==> src/rtl/keypad_entry_collector.sv <==
// Keypad entry collector: gathers one ASCII key entry (digits, menu letter,
// currency digit or Enter only) for the ATM controller. It supports backspace,
// a minimum-length check, a masked echo stream and a one-cycle done pulse.
module keypad_entry_collector #(
   parameter int MAX_DIGITS = 8,
   parameter int MIN_DIGITS = 4,
   parameter int CNT_W      = 4
) (
   input  logic                    clk,
   input  logic                    rst_n,
   input  logic                    start,
   input  logic [3:0]              mode_in,
   input  logic                    key_valid,
   input  logic [7:0]              key_code,
   output logic                    busy,
   output logic                    done,
   output logic [3:0]              status_code_out,
   output logic [4*MAX_DIGITS-1:0] value,
   output logic [CNT_W-1:0]        digit_count,
   output logic [1:0]              usr_input_out,
   output logic [2:0]              currency_type_out,
   output logic                    key_err,
   output logic                    echo_valid,
   output logic [7:0]              echo_char
);

   localparam int VAL_W = 4*MAX_DIGITS;
   localparam logic [CNT_W-1:0] MIN_CNT = CNT_W'(MIN_DIGITS);
   localparam logic [CNT_W-1:0] MAX_CNT = CNT_W'(MAX_DIGITS);

   localparam logic [3:0] ST_EXIT     = 4'b0111;
   localparam logic [3:0] ST_COMPLETE = 4'b1000;

   localparam logic [3:0] M_ACC  = 4'd2;
   localparam logic [3:0] M_PIN  = 4'd3;
   localparam logic [3:0] M_MENU = 4'd4;
   localparam logic [3:0] M_CURR = 4'd5;
   localparam logic [3:0] M_AMT  = 4'd6;

   localparam logic [7:0] KEY_QUIT  = 8'h71;
   localparam logic [7:0] KEY_ENTER = 8'h0D;
   localparam logic [7:0] KEY_BKSP  = 8'h08;
   localparam logic [7:0] KEY_STAR  = 8'h2A;

   typedef enum logic {IDLE, COLLECT} state_t;

   state_t                state, state_nxt;
   logic [3:0]            mode_q, mode_nxt;
   logic                  sel_q, sel_nxt;
   logic [VAL_W-1:0]      value_nxt;
   logic [CNT_W-1:0]      count_nxt;
   logic [1:0]            usr_nxt;
   logic [2:0]            cur_nxt;
   logic [3:0]            status_nxt;
   logic                  done_nxt, err_nxt, echo_v_nxt;
   logic [7:0]            echo_c_nxt;

   logic is_numeric, is_digit, is_curr_key, enter_ok;

   assign busy        = (state == COLLECT);
   assign is_numeric  = (mode_q == M_ACC) || (mode_q == M_PIN) || (mode_q == M_AMT);
   assign is_digit    = (key_code >= 8'h30) && (key_code <= 8'h39);
   assign is_curr_key = (key_code >= 8'h31) && (key_code <= 8'h35);
   // Numeric modes need enough digits, selection modes need a choice, the rest always accept Enter.
   assign enter_ok    = is_numeric ? (digit_count >= MIN_CNT) :
                        ((mode_q == M_MENU) || (mode_q == M_CURR)) ? sel_q : 1'b1;

   // Next-state and next-output decode; start always wins over a key in the same cycle.
   always_comb begin
      state_nxt  = state;
      mode_nxt   = mode_q;
      sel_nxt    = sel_q;
      value_nxt  = value;
      count_nxt  = digit_count;
      usr_nxt    = usr_input_out;
      cur_nxt    = currency_type_out;
      status_nxt = status_code_out;
      done_nxt   = 1'b0;
      err_nxt    = 1'b0;
      echo_v_nxt = 1'b0;
      echo_c_nxt = echo_char;
      if (start) begin
         state_nxt  = COLLECT;
         mode_nxt   = mode_in;
         sel_nxt    = 1'b0;
         value_nxt  = '0;
         count_nxt  = '0;
         status_nxt = 4'd0;
      end else if (state == COLLECT && key_valid) begin
         if (key_code == KEY_QUIT) begin
            status_nxt = ST_EXIT;
            done_nxt   = 1'b1;
            state_nxt  = IDLE;
         end else if (key_code == KEY_ENTER) begin
            if (enter_ok) begin
               status_nxt = ST_COMPLETE;
               done_nxt   = 1'b1;
               state_nxt  = IDLE;
            end else begin
               err_nxt = 1'b1;
            end
         end else if (key_code == KEY_BKSP && is_numeric) begin
            if (digit_count != '0) begin
               value_nxt = {4'd0, value[VAL_W-1:4]};
               count_nxt = digit_count - 1'b1;
            end else begin
               err_nxt = 1'b1;
            end
         end else if (is_digit && is_numeric) begin
            if (digit_count < MAX_CNT) begin
               value_nxt  = {value[VAL_W-5:0], key_code[3:0]};
               count_nxt  = digit_count + 1'b1;
               echo_v_nxt = 1'b1;
               echo_c_nxt = (mode_q == M_PIN) ? KEY_STAR : key_code;
            end else begin
               err_nxt = 1'b1;
            end
         end else if (mode_q == M_MENU) begin
            sel_nxt    = 1'b1;
            echo_v_nxt = 1'b1;
            echo_c_nxt = key_code;
            case (key_code)
               8'h62:   usr_nxt = 2'b00;
               8'h63:   usr_nxt = 2'b01;
               8'h77:   usr_nxt = 2'b10;
               8'h74:   usr_nxt = 2'b11;
               default: begin
                  sel_nxt    = sel_q;
                  echo_v_nxt = 1'b0;
                  echo_c_nxt = echo_char;
                  err_nxt    = 1'b1;
               end
            endcase
         end else if (mode_q == M_CURR && is_curr_key) begin
            cur_nxt    = key_code[2:0] - 3'd1;
            sel_nxt    = 1'b1;
            echo_v_nxt = 1'b1;
            echo_c_nxt = key_code;
         end else begin
            err_nxt = 1'b1;
         end
      end
   end

   // State and output registers; reset clears everything and drops any entry in progress.
   always_ff @(posedge clk) begin
      if (!rst_n) begin
         state             <= IDLE;
         mode_q            <= 4'd0;
         sel_q             <= 1'b0;
         value             <= '0;
         digit_count       <= '0;
         usr_input_out     <= 2'd0;
         currency_type_out <= 3'd0;
         status_code_out   <= 4'd0;
         done              <= 1'b0;
         key_err           <= 1'b0;
         echo_valid        <= 1'b0;
         echo_char         <= 8'd0;
      end else begin
         state             <= state_nxt;
         mode_q            <= mode_nxt;
         sel_q             <= sel_nxt;
         value             <= value_nxt;
         digit_count       <= count_nxt;
         usr_input_out     <= usr_nxt;
         currency_type_out <= cur_nxt;
         status_code_out   <= status_nxt;
         done              <= done_nxt;
         key_err           <= err_nxt;
         echo_valid        <= echo_v_nxt;
         echo_char         <= echo_c_nxt;
      end
   end

endmodule

==> config.mk <==
export PLATFORM = sky130hd
export DESIGN_NAME = keypad_entry_collector
export DESIGN_NICKNAME = d
export VERILOG_FILES = /design/src/rtl/keypad_entry_collector.sv
export SDC_FILE = /design/constraint.sdc
export NUM_CORES = 1
export LEC_CHECK = 0
export BUFFER_PORTS_ARGS = -buffer_cell sky130_fd_sc_hd__buf_2
export CAP_MARGIN = 20
export CORE_ASPECT_RATIO = 1.4
export CORE_MARGIN = 8
export CORE_UTILIZATION = 48
export CTS_BUF_LIST = sky130_fd_sc_hd__clkbuf_4 sky130_fd_sc_hd__clkbuf_8
export CTS_CLUSTER_SIZE = 12
export DETAILED_ROUTE_END_ITERATION = 10
export GPL_ROUTABILITY_DRIVEN = 0
export GPL_TIMING_DRIVEN = 0
export PLACE_DENSITY = 0.72
export SLEW_MARGIN = 20
export SYNTH_ARGS = -nofsm -noshare
export SYNTH_HDL_FRONTEND = slang
export SYNTH_SLANG_ARGS = --single-unit
==> constraint.sdc <==
create_clock -name clk -period 3.94 [get_ports clk]
set_input_delay 0 -clock clk [delete_from_list [all_inputs] [get_ports clk]]
set_output_delay 0 -clock clk [all_outputs]
set_load 0.05 [all_outputs]
### Word-level counts from Yosys, hierarchy flattened

Index checks and enable logic that the tools add are counted.

* register bits after elaboration: 62
* bits in latches: 0
* bits in writable memories: 0
* ROM bits: 0
* bits of input ports: 16
* output and inout bits: 57
* word-level logic and storage cells: 122
* memories kept: 0

* $add $sub $neg: 3
* $mul: 0
* divide/modulo/power cells: 0
* $lt $le $gt $ge: 6
* equal/unequal tests: 16
* shifts and indexed selects: 0
* muxes and demuxes: 45
* bitwise logic cells: 8
* reductions and logical operators: 32

Operator list (number)
* 2-to-1 mux 32 bit: 4
* 2-to-1 mux 8 bit: 6
* == test 8 x 7 -> 1 bit, second input constant: 5
* 2-to-1 mux 4 bit: 7
* 2-to-1 mux 1 bit: 27
* AND reduction 8 bit: 3
* == test 8 x 4 -> 1 bit, second input constant: 2
* greater-or-equal comparator 8 x 6 -> 1 bit, second input constant: 2
* less-or-equal comparator 8 x 6 -> 1 bit, second input constant: 2
* == test 4 x 3 -> 1 bit, second input constant: 3
* nonzero test 2 bit: 6
* nonzero test 3 bit: 3
* == test 4 x 2 -> 1 bit, second input constant: 2
* NOT 1 bit: 8
* case mux 2 bit (4 select lines): 1
* nonzero test 4 bit: 2
* OR reduction 4 bit: 2
* AND reduction 7 bit: 1
* logical AND 1 bit: 6
* AND reduction 3 bit: 2
* AND reduction 6 bit: 1
* OR reduction 6 bit: 1
* adder 4 x 1 -> 4 bit, second input constant: 1
* greater-or-equal comparator 4 x 3 -> 1 bit, second input constant: 1
* 9 further kinds: 12

### Longest topological paths before layout

Gate-level depths: netlist (run 1).

* word-level depth: 9
* gate-level depth with buffers: 13
* depth with buffers taken out: 12

### Worst setup path after synthesis (run 1)

Ideal clock, no wire load.

* kind: register to register
* from: register mode_q[3]
* to: register digit_count[3]
* library setup time: 0.126 ns
* data arrival time: 2.333 ns
* required time: 3.814 ns
* path slack: 1.481 ns
* stages on the path, launching flop included: 12
* buffers on the path: 1
* period minus slack after synthesis: 2.459 ns
* cells stage by stage: dfxtp_1 nand2b_1 nor3_1 nand2_1 inv_2 buf_2 ha_1 a21o_1 a21oi_1 a21boi_0 nor4_2 mux2i_1

* longest elaborated chain between the ends: 6
* elaborated cells between the ends (all ways): 12
* those cells by class: eq/ne: 4; mux: 1; reduce/logical: 7

RTL lines
* from (decl): RTL line 48 `logic [3:0] mode_q, mode_nxt;`
* from (signal assigned): RTL line 162 `mode_q <= mode_nxt;`
* == test 4 x 2 -> 1 bit: RTL line 61 `assign is_numeric = (mode_q == M_ACC) || (mode_q == M_PIN) || (mode_q == M_AMT);`
* logical OR 1 bit: RTL line 61
* logical OR 1 bit (*): RTL line 61
* logical AND 1 bit, on equally long branches: RTL line 102, 109
* != test 2 x 1 -> 1 bit (no line) / nonzero test 2 bit (equally long branches)
* AND reduction 6 bit (no line)
* to (signal assigned): RTL line 165 `digit_count <= count_nxt;`
* to (decl): RTL line 19 `output logic [CNT_W-1:0] digit_count,`

Every way passes the cells marked *; elsewhere a longest branch is shown, timed or not.
A chain may end at the register's enable or synchronous reset.

### Final worst setup path (run 1)

* from: input port key_code[0]
* to: register digit_count[3]

* longest elaborated chain between the ends: 5
* elaborated cells between the ends (all ways): 15
* those cells by class: order compare: 2; eq/ne: 4; mux: 1; bitwise: 2; reduce/logical: 6

RTL lines
* from (decl): RTL line 14 `input logic [7:0] key_code,`
* greater-or-equal comparator 8 x 6 -> 1 bit / less-or-equal comparator 8 x 6 -> 1 bit (equally long branches): RTL line 62 `assign is_digit = (key_code >= 8'h30) && (key_code <= 8'h39);`
* logical AND 1 bit: RTL line 62
* logical AND 1 bit: RTL line 109 `end else if (is_digit && is_numeric) begin`
* nonzero test 2 bit (no line)
* AND reduction 6 bit (no line)

Several ways; a longest one is shown, not always the timed one.

==> impl_metrics.env, run 1 <==
export IMPL_status="finished, final reports clean"
export IMPL_cpPeakStageDelay_ns=0.55
export IMPL_drt_initial_drc_count=163
export IMPL_worstMarginPinSlew_ns=0.716
export IMPL_drv_cap=0
export IMPL_hold_class="input port to flip-flop"
export IMPL_crit_slowest_cell="dlygate4sd3_1"
export IMPL_yosys_area_top_type="dfxtp_1"
export IMPL_rrSetupSlack_ns=1.06
export IMPL_whs_path_depth=3
export IMPL_layout_common_cells="buf_2, nand2_1, dfxtp_1"
export IMPL_path_cells="dlygate4sd3_1 > buf_2 > inv_1 > ha_1 > nand2b_1 > nor3_1 > nand2_1 > inv_2 > buf_2 > ha_1 > a21o_1 > a21oi_1 > a21boi_0 > nor4_2 > mux2i_1"
export IMPL_clkSinkCount=60
export IMPL_tns_ns=0
export IMPL_portBuffers=70
export IMPL_cts_root_buf="clkbuf_8"
export IMPL_clk_pin_slew_ns=0.07
export IMPL_async_reset_ff_share_pct=0
export IMPL_ys_warn_count=0
export IMPL_peakVddDrop_v=0.000215
export IMPL_setup_viol=0
export IMPL_dr_total_vias=3102
export IMPL_cts_tree="done"
export IMPL_cts_made_buffers=9
export IMPL_syn_inst=360
export IMPL_synth_flop_cell="dfxtp_1"
export IMPL_ioPinCount=73
export IMPL_drc=0
export IMPL_drt_pass1_iterations=4
export IMPL_routed_wl_um=9000
export IMPL_antenna_found_initial=0
export IMPL_relSlewSlack_pct=52.3
export IMPL_synth_seq_cells=60
export IMPL_grt_pass1_wl_um=15000
export IMPL_die_h_um=114
export IMPL_fp_dieW_um=85.9
export IMPL_total_power_uw=1280
export IMPL_synth_edf_count=0
export IMPL_hold_violations=0
export IMPL_vias_per_cell=5.66
export IMPL_cts_htree_levels=3
export IMPL_startpoint_type="input port"
export IMPL_start_util_pct=49.6
export IMPL_diodes=0
export IMPL_grt_util_all_layers_pct=19.0
export IMPL_fmax_mhz=328
export IMPL_avgSynthCellArea_um2=9.12
export IMPL_synth_area_um2=3280
export IMPL_p_leak_uw=0.00153
export IMPL_final_common_cell="buf_2"
export IMPL_grt_setup_unrepaired="no"
export IMPL_path_class="input port to flip-flop"
export IMPL_overflow=0
export IMPL_ys_types=59
export IMPL_fin_crit_ns=3.05
export IMPL_yosysTopAreaCellShare_pct=36.6
export IMPL_place_ws_ns=1.08
export IMPL_whs_ns=0.0303
export IMPL_dp_hpwl_um=6600
export IMPL_grt_pass1_vias=3216
export IMPL_critPathArrivalTime_ns=3.29
export IMPL_synth_nets=384
export IMPL_fin_ws_ns=0.890
export IMPL_finalCritPeriodShare_pct=77.4
export IMPL_endpoint_kind="flip-flop"
export IMPL_rows=35
export IMPL_path_max_fanout=11
export IMPL_synth_seq_area_share_pct=36.6
export IMPL_core_area_um2=6610
export IMPL_powerDensity_nw_per_um2=315
export IMPL_yosys_top_cells_area="dfxtp_1, a311oi_2, nand2_1, a21oi_1, mux2i_1"
export IMPL_drive_gt1_share_pct=31.6
export IMPL_cts_resized=0
export IMPL_routedWlPerCell_um=16.4
export IMPL_drv_slew=0
export IMPL_worstSkewPairLatency_ns=0.36
export IMPL_area_delta_synth_final_pct=23.3
export IMPL_dieArea_um2=9780
export IMPL_reg2reg_depth=11
export IMPL_skew_ns=0.0128
export IMPL_grt_max_degree=13
export IMPL_num_nets_final=475
export IMPL_ant_nets=0
export IMPL_worstPathRequired_ns=4.18
export IMPL_clockBufferDepth=2
==> area by class of cell <==
class,count,area [µm²]
fillers,581,2560
repair buffers,80,450
multi-input cells,259,1830
clock buffers,9,124
plain buffers,30,208
flip-flops and latches,60,1200
inverters,11,41.3
well taps,92,115
clock inverters,7,76.3
==> through the flow <==
stage / instance area (µm²) / utilization [%] / std cells
2_1_floorplan: 3280 / - / 360
3_3_place_gp: 3750 / 56.7 / 522
3_5_place_dp: 3750 / 56.7 / 522
4_1_cts: 4050 / 61.2 / 548
5_1_grt: 4050 / 61.2 / 548
6_report: 4050 / 61.2 / 548
==> repair_timing <==
item / in CTS / in global routing
hold buffers: 10 / 0
buffers inserted: 0 / 0
endpoints found under the setup margin: 0 / 0
hold endpoints to repair: 13 / 0
==> metal layers <==
| metal | wire length (µm) | part of all wire [%] | up-vias | track usage [%] |
|---|---|---|---|---|
| met2 | 4580 | 51 | 102 | 33.1 |
| li1 | - | - | 1507 | - |
| met4 | 244 | 2.7 | 0 | 11.7 |
| met5 | 0 | 0 | - | 0 |
| met1 | 3580 | 40 | 1473 | 19.7 |
| met3 | 596 | 6.6 | 20 | 5.04 |
==> logic make-up (layout without fill, tap and decap cells) <==
family,Yosys count,after routing,synth area share (%)
and+or+nand+nor,127,127,19.0
AOI/OAI and AO/OA,110,110,29.4
DFF,60,60,36.6
buffers and inverters,41,137,7.59
muxes,11,11,3.36
adders and majority gates,8,8,3.28
xor gates and xnor gates,3,3,0.801
==> cells in the mapped netlist (5+ instances only) <==
| cell | instances |
|---|---|
| a311oi_1 | 8 |
| o21ai_0 | 11 |
| a21oi_1 | 42 |
| ha_1 | 7 |
| a311oi_2 | 23 |
| buf_4 | 6 |
| buf_2 | 5 |
| mux2i_1 | 11 |
| nand3_1 | 8 |
| nand2_1 | 68 |
| nand4_1 | 9 |
| nor2_1 | 12 |
| inv_1 | 10 |
| clkbuf_1 | 13 |
| dfxtp_1 | 60 |
==> final timing paths <==
check | startpoint | endpoint
hold / removal | key_code[3] | value[3]
hold reg to reg | sel_q | sel_q
setup reg to reg | mode_q[3] | digit_count[3]
setup / recovery | key_code[0] | digit_count[3]
==> sequential cells by signal, summed over array words and instances, names as in the netlist <==
name               flops
busy                   1
currency_type_out      3
digit_count            4
done                   1
echo_char              8
echo_valid             1
key_err                1
mode_q                 4
sel_q                  1
status_code_out        2
usr_input_out          2
value                 32
==> power breakdown <==
group          switching (µW)  internal [µW]  leakage [µW]
clock                     271            295     0.0000958
sequential               3.32            610      0.000484
combinational            62.0           35.0      0.000952
==> worst max-delay path, delay by kind of cell <==
kind | cells | cell delay (ns)
compound gates | 3 | 0.58
fa+ha+maj | 2 | 0.48
buf+inv | 5 | 1.20
mux | 1 | 0.13
simple gates | 4 | 0.90
Power figures use the tool's default switching activity.
==> inputs of run 2 (changes only) <==
- PLACE_DENSITY: 0.72 -> 0.75
- clock period: 3.94 -> 2.8 ns (I/O delays scaled with it)
==> run 2 against run 1 <==
Effect of this change: critical path depth fell by 4; sequential cell count did not move; setup slack got worse by 0.67 ns; wire length rose by 1.8%; clock power rose by 53%; critical path type is now flip-flop to flip-flop; core utilization rose by 0.62 points; cell count did not move; final area rose by 1.0%; via count rose by 1.0%; sequential share of layout area fell by 0.30 points; sequential power rose by 41%.
==> impl_metrics.env, run 2 (synthesis gave the netlist of run 1 again) <==
export IMPL_worstPathRequired_ns=3.02
export IMPL_routedWlPerCell_um=16.7
export IMPL_ioPinCount=73
export IMPL_drc=0
export IMPL_critPathArrivalTime_ns=2.80
export IMPL_drv_slew=0
export IMPL_portBuffers=70
export IMPL_fp_dieW_um=85.9
export IMPL_drive_gt1_share_pct=32.2
export IMPL_core_area_um2=6610
export IMPL_place_area_um2=3750
export IMPL_cts_root_buf="clkbuf_8"
export IMPL_status="finished, final reports clean"
export IMPL_hold_class="input port to flip-flop"
export IMPL_fin_crit_ns=2.58
export IMPL_relSlewSlack_pct=54.2
export IMPL_reg_top3="value x32, echo_char x8"
export IMPL_grt_pass1_vias=3162
export IMPL_fmax_mhz=388
export IMPL_final_common_cell="buf_2"
export IMPL_fillers=551
export IMPL_dr_total_vias=3134
export IMPL_grt_util_all_layers_pct=19.2
export IMPL_path_max_fanout=11
export IMPL_grt_pass1_wl_um=15100
export IMPL_rows=35
export IMPL_area_delta_synth_final_pct=24.6
export IMPL_clkSinkCount=60
export IMPL_endpoint_kind="flip-flop"
export IMPL_startpoint_type="flip-flop"
export IMPL_setup_viol=0
export IMPL_drt_initial_drc_count=198
export IMPL_die_h_um=114
export IMPL_num_nets_final=475
export IMPL_stdcell_area_um2=4090
export IMPL_finalCritPeriodShare_pct=92.1
export IMPL_drt_pass1_iterations=4
export IMPL_drv_cap=0
export IMPL_hold_violations=0
export IMPL_skew_ns=0.00839
export IMPL_dieArea_um2=9780
export IMPL_grt_max_degree=12
export IMPL_layout_common_cells="buf_2, nand2_1, dfxtp_1"
export IMPL_largest_register="value"
export IMPL_antenna_found_initial=0
export IMPL_vias_per_cell=5.72
export IMPL_peakVddDrop_v=0.000477
export IMPL_largest_reg_flops=32
export IMPL_cts_htree_levels=3
export IMPL_cts_tree="done"
export IMPL_clockBufferDepth=2
export IMPL_start_util_pct=49.6
export IMPL_utilization_pct=61.8
export IMPL_cts_made_buffers=9
export IMPL_diodes=0
export IMPL_clk_pin_slew_ns=0.07
export IMPL_powerDensity_nw_per_um2=457
export IMPL_grt_setup_unrepaired="no"
export IMPL_overflow=0
export IMPL_dp_hpwl_um=6660
export IMPL_worstSkewPairLatency_ns=0.35
export IMPL_path_class="flip-flop to flip-flop"
export IMPL_routed_wl_um=9160
export IMPL_p_leak_uw=0.00155
export IMPL_ant_nets=0
export IMPL_worstMarginPinSlew_ns=0.687
[run 2: changes by cell type in the layout (fill, tap and decap cells not counted)]
cell | previous run | this run
and3_1 | 4 | 3
and3_2 | 0 | 1
bufinv_16 | 1 | 2
clkbuf_1 | 13 | 12
clkbuf_4 | 0 | 1
clkinv_4 | 2 | 1
dlygate4sd3_1 | 10 | 11
inv_6 | 1 | 0
nand2_1 | 68 | 67
nand2_2 | 0 | 1
nor3_1 | 3 | 2
nor3_4 | 0 | 1
[run 2: final cells by class]
class                   instances  area, µm²  area share, %
well taps                      92        115           2.82
clock inverters                 6       88.8           2.17
clock buffers                  10        131           3.21
inverters                      11       41.3           1.01
plain buffers                  29        204           4.99
flip-flops and latches         60       1200           29.4
multi-input cells             259       1850           45.2
repair buffers                 81        460           11.3
[run 2: critical path, cell delays in order (launching register included)]
cell      delay (ns)
dfxtp_1         0.36
and2_1          0.26
nor3_4          0.27
nand2_2         0.16
inv_2           0.09
buf_2           0.23
ha_1            0.27
a21o_1          0.17
a21oi_1         0.17
a21boi_0        0.26
nor4_2          0.09
mux2i_1         0.14
[run 2: routing by layer]
layer | global-route usage [%] | part of all wire, % | vias up | wire length, µm
met5 | 0 | 0 | - | 0
met2 | 31.5 | 51 | 100 | 4630
met3 | 6.33 | 6.3 | 27 | 580
met1 | 20.5 | 39 | 1503 | 3600
met4 | 12.8 | 3.8 | 0 | 348
li1 | - | - | 1504 | -
[run 2: final timing paths]
| check | slack [ns] | from | cells after the start | to |
|---|---|---|---|---|
| setup / recovery | 0.22 | mode_q[0] | 11 | digit_count[3] |
| hold / removal | 0.04 | key_code[3] | 3 | value[3] |
| setup reg to reg | 0.22 | mode_q[0] | 11 | digit_count[3] |
| hold reg to reg | 0.46 | sel_q | 2 | sel_q |
[run 2: timing repair]
| action | CTS | global route |
|---|---|---|
| endpoints found under the hold margin | 11 | 0 |
| hold buffers | 11 | 0 |
| setup endpoints to repair | 1 | 1 |
| buffers inserted | 0 | 0 |
| resized for setup | 1 | 3 |
| pin swaps | 0 | 1 |
[run 2: where the power goes]
part           total [µW]  switching, µW  internal, µW  leakage [µW]
logic                 140           89.7          50.4      0.000956
registers             863           4.90           858      0.000484
clock network         866            356           510      0.000106
total                1870            451          1420       0.00155
[run 2: per-stage QoR]
step	total power, µW	setup WS (ns)	instances	hold slack (ns)	TNS [ns]
floorplan	965	0.341	360	0.110	0
global placement	1000	-0.00293	522	0.234	-0.00293
detailed placement	1010	-0.0426	522	0.250	-0.0426
CTS	1880	0.0541	549	0.0247	0
global route	1930	0.00295	548	0.0477	0
finish	1870	0.220	548	0.0407	0
